==> src/rtl/crc_pkg.sv <==
// Shared definitions for the CRC stream checker: Ethernet CRC-32 constants,
// the checker FSM state type and a single-byte CRC update helper.
//   CRC_W                 : CRC register width
//   CRC_POLY              : reflected CRC-32 polynomial (LSB-first shifting)
//   CRC_REG_INITIAL_VALUE : register seed at start of frame
//   CRC_RESIDUE           : register value after a frame plus a correct FCS
package crc_pkg;

    localparam int CRC_W = 32;
    localparam logic [CRC_W-1:0] CRC_POLY              = 32'hEDB8_8320;
    localparam logic [CRC_W-1:0] CRC_REG_INITIAL_VALUE = 32'hFFFF_FFFF;
    localparam logic [CRC_W-1:0] CRC_RESIDUE           = 32'hDEBB_20E3;

    typedef enum logic [1:0] {
        IDLE   = 2'd0,
        ACTIVE = 2'd1,
        DROP   = 2'd2
    } crc_stream_state_t;

    // One byte through the reflected CRC, bit 0 of the byte first.
    function automatic logic [CRC_W-1:0] crc_next_byte(input logic [CRC_W-1:0] crc,
                                                       input logic [7:0]       data);
        logic [CRC_W-1:0] c;
        c = crc ^ {{(CRC_W-8){1'b0}}, data};
        for (int i = 0; i < 8; i++) begin
            c = c[0] ? ((c >> 1) ^ CRC_POLY) : (c >> 1);
        end
        return c;
    endfunction

endpackage

==> src/rtl/calculate_new_crc.sv <==
// Combinational CRC advance over NUM_BYTES bytes, byte 0 in the LSBs.
//   i_crc  : current CRC register
//   i_data : bytes to fold in
//   o_crc  : CRC after all NUM_BYTES bytes
module calculate_new_crc
    import crc_pkg::*;
#(
    parameter int NUM_BYTES = 1
) (
    input  logic [CRC_W-1:0]       i_crc,
    input  logic [8*NUM_BYTES-1:0] i_data,
    output logic [CRC_W-1:0]       o_crc
);

    always_comb begin : p_fold
        logic [CRC_W-1:0] v_crc;
        v_crc = i_crc;
        for (int i = 0; i < NUM_BYTES; i++) begin
            v_crc = crc_next_byte(v_crc, i_data[8*i +: 8]);
        end
        o_crc = v_crc;
    end

endmodule

==> config.mk <==
export PLATFORM = sky130hd
export DESIGN_NAME = calculate_new_crc
export DESIGN_NICKNAME = d
export VERILOG_FILES = /design/src/rtl/crc_pkg.sv /design/src/rtl/calculate_new_crc.sv
export SDC_FILE = /design/constraint.sdc
export NUM_CORES = 1
export LEC_CHECK = 0
export ABC_AREA = 1
export CORE_ASPECT_RATIO = 2
export CORE_MARGIN = 1.5
export CORE_UTILIZATION = 38
export DETAILED_ROUTE_END_ITERATION = 16
export PLACE_DENSITY = 0.91
export SYNTH_ARGS = -nofsm -noshare
export SYNTH_HDL_FRONTEND = slang
export SYNTH_SLANG_ARGS = --single-unit
export TNS_END_PERCENT = 5
==> constraint.sdc <==
create_clock -name vclk -period 1.7
set_clock_uncertainty 0.1 [all_clocks]
set_input_delay 0.51 -clock vclk [all_inputs]
set_output_delay 0.51 -clock vclk [all_outputs]
set_load 0.02 [all_outputs]
==> impl_metrics.env, run 1 <==
export IMPL_status="did not finish"
export IMPL_lastStage="5_1_grt"
export IMPL_tool_error="[ERROR DPL-0038] Utilization greater than 100%, impossible to legalize"
export IMPL_dp_hpwl_mm=4.30
export IMPL_die_w_um=45.5
export IMPL_io_pins=72
export IMPL_synth_area_mm2=0.00137
export IMPL_crit_endpoint="o_crc[26]"
export IMPL_synth_nets=297
export IMPL_synthTopCellsByArea="nand2_1 33%, xor2_1 15%, inv_1 9.6%, nand2_2 9.6%, nand2_4 9.0%"
export IMPL_rows=30
export IMPL_syn_area_per_cell_um2=5.35
export IMPL_synthCells=257
export IMPL_io_buffers=72
export IMPL_synthDistinctLibCells=17
export IMPL_place_congestion=0.817
export IMPL_yosysTopAreaCellShare_pct=33.3
export IMPL_grt_max_degree=9
export IMPL_yosysWarningCount=0
export IMPL_die_y_um=88.0
export IMPL_hold_buffers=0
export IMPL_worstEndpointType="top-level output"
export IMPL_yosys_area_top_type="nand2_1"
export IMPL_initial_core_util_pct=40.2
export IMPL_ys_seq_area_share_pct=0
-- synth_stat cells --
cell and n:
nand3_2 1, nand2_8 2, inv_2 5, xor2_2 1
or2_1 1, nand4_1 1, nand2_4 11, xnor3_1 1
xor2_1 24, xnor2_2 1, nand2_1 122, xnor2_1 6
nand2_2 21, or2_0 1, inv_1 35, inv_6 1
nand3_1 23
-- logic make-up after synthesis --
group	after synthesis	share of synthesized area, %
xor gates and xnor gates	33	23.1
buffers and inverters	41	11.6
and+or+nand+nor	183	65.3
-- through the flow --
step                std cells  setup slack (ns)  cell area (um^2)  TNS [ns]  util [%]
global placement          408             -1.42              2770    -42.01      81.2
detailed placement        408             -1.47              2770    -42.95      81.2
CTS                       409            -0.474              3110    -12.43      90.9
floorplan                 257            -0.208              1720     -4.48         -
-- what timing repair did --
action / 4_1_cts
buffers inserted: 3
pin swaps: 56
gates cloned: 1
resized for setup: 355
setup endpoints to repair: 32
==> inputs of run 2 (changes only) <==
- CORE_ASPECT_RATIO: 2 -> default
- CORE_UTILIZATION: 38 -> 34
- PLACE_DENSITY: 0.91 -> default
- PLACE_DENSITY_LB_ADDON: default -> 0.15
- clock period: 1.7 -> 2.2 ns (I/O delays scaled with it)
==> impl_metrics.env, run 2 <==
export IMPL_tightest_slew_ns=0.208
export IMPL_initial_core_util_pct=36.4
export IMPL_drt_iter0_drc=105
export IMPL_hold_buffers=0
export IMPL_syn_area_per_cell_um2=5.35
export IMPL_overflow=0
export IMPL_drt_pre_antenna_iters=4
export IMPL_cp_data_arrival_time_ns=1.78
export IMPL_synth_nets=297
export IMPL_slew_limit_headroom_pct=86.1
export IMPL_rsz0062_at_grt="yes"
export IMPL_drcViolationCount=0
export IMPL_mostFrequentLayoutCell="nand2_1"
export IMPL_vias=2079
export IMPL_grt_max_degree=9
export IMPL_core_area_mm2=0.00377
export IMPL_track_usage_pct=26.5
export IMPL_dp_hpwl_mm=3.67
export IMPL_dp_worst_setup_slack_ns=-1.24
export IMPL_crit_fanout=7
export IMPL_nClkBuffers=0
export IMPL_fin_crit_ns=2.54
export IMPL_p_leak_nw=1.72
export IMPL_drive_gt1_share_pct=67.6
export IMPL_setup_viol_count_final=32
export IMPL_regArea_um2=0
export IMPL_final_nets=403
export IMPL_hold_violations=0
export IMPL_antennaDiodeCount=0
export IMPL_hp_class="in -> out"
export IMPL_yosys_area_top_type="nand2_1"
export IMPL_yosysWarningCount=0
export IMPL_grt_pass1_wl_mm=9.20
export IMPL_required_ns=1.44
export IMPL_gr_max_usage_layer="met2"
export IMPL_min_period_over_period_pct=116
export IMPL_gr_usage_met2_pct=53.9
export IMPL_drt_wl_total_mm=6.43
export IMPL_met3_usage_pct=1.69
export IMPL_use_met1_pct=28.4
export IMPL_synth_area_mm2=0.00137
export IMPL_max_cap_viol_count=0
export IMPL_fmax_ghz=0.393
export IMPL_cellPowerDensity_mw_per_mm2=413
export IMPL_io_pins=72
export IMPL_status="complete, but fails checks"
export IMPL_synthTopCellsByArea="nand2_1 33%, xor2_1 15%, inv_1 9.6%, nand2_2 9.6%, nand2_4 9.0%"
export IMPL_synthDistinctLibCells=17
export IMPL_grt_pass1_vias=2125
export IMPL_synthCells=257
export IMPL_die_w_um=66.6
export IMPL_place_congestion=0.881
export IMPL_slew_viol_final=0
export IMPL_wire_per_inst_um=15.7
export IMPL_critPathLaunchType="input pin"
export IMPL_synth_most_common_cell="nand2_1"
export IMPL_ys_seq_area_share_pct=0
export IMPL_final_cell_mix="50 x nand2_1, 49 x nand2_2, 41 x nand2_4"
export IMPL_ir_worst_vdd_mv=0.283
export IMPL_die_y_um=66.6
export IMPL_crit_path_end_kind="output port"
export IMPL_rows=22
export IMPL_synth_common_cells="122 x nand2_1, 35 x inv_1, 24 x xor2_1"
export IMPL_worst_slack_ns=-0.344
export IMPL_seq_cells=0
export IMPL_violations="setup timing"
export IMPL_hold_ws_ns=1.70
export IMPL_via_per_inst=5.08
export IMPL_syn2layout_area_growth_pct=143
export IMPL_yosysTopAreaCellShare_pct=33.3
export IMPL_design_die_area_mm2=0.00443
export IMPL_final_antenna_net_count=0
export IMPL_io_buffers=72
export IMPL_antenna_found_initial=0
export IMPL_crit_type="in -> out"
-- run 2: worst paths after layout --
path	from	end	depth (start not counted)
worst min-delay path	i_crc[10]	o_crc[2]	4
worst max-delay path	i_data[1]	o_crc[20]	12
-- run 2: logic make-up after synthesis --
logic type,share of synthesized area [%]
and+or+nand+nor,65.3
buffers and inverters,11.6
xor gates and xnor gates,23.1
-- run 2: metal layers --
metal | vias up | wire [um]
met2 | 106 | 3480
met3 | 30 | 408
met1 | 975 | 2270
met4 | 0 | 278
li1 | 968 | -
met5 | - | 0
-- run 2: power by group --
group	switching [mW]	internal (mW)	total [mW]
logic	0.762	0.617	1.38
clock network	0	0	0
registers	0	0	0
total	0.762	0.617	1.38
-- run 2: stage by stage --
stage | power (mW) | setup TNS (ns) | instance area [um^2] | util (%) | instances
after floorplan | 0.649 | -0.0213 | 1720 | - | 257
after global placement | 1.12 | -35.51 | 2790 | 73.9 | 408
after detailed placement | 1.14 | -36.24 | 2790 | 73.9 | 408
after CTS | 1.28 | -5.39 | 3190 | 84.7 | 409
after global routing | 1.46 | -7.94 | 3340 | 88.7 | 409
final | 1.38 | -6.35 | 3340 | 88.7 | 409
-- run 2: area by class of cell --
class | instances | area [um^2]
inverter | 41 | 246
multi-input combinational | 216 | 1990
fill | 181 | 428
tap | 48 | 60.1
timing repair buffer | 104 | 1050
-- run 2: worst max-delay path, cell delays in order --
cell and delay [ns]:
buf_12 0.12, inv_6 0.06, nand2_4 0.06, nand2_8 0.12
nand2_2 0.10, nand2_1 0.09, nand2_2 0.08, nand3_2 0.09
nand2_1 0.10, nand2_1 0.11, nand2_2 0.07, buf_6 0.13
-- run 2: what timing repair did --
item | 4_1_cts | 5_1_grt
gates resized for setup | 381 | 38
pin swaps | 66 | 13
cloned | 0 | 0
setup endpoints to repair | 32 | 32
setup buffers | 4 | 0
No activity file was read; power rests on OpenSTA's default activity.
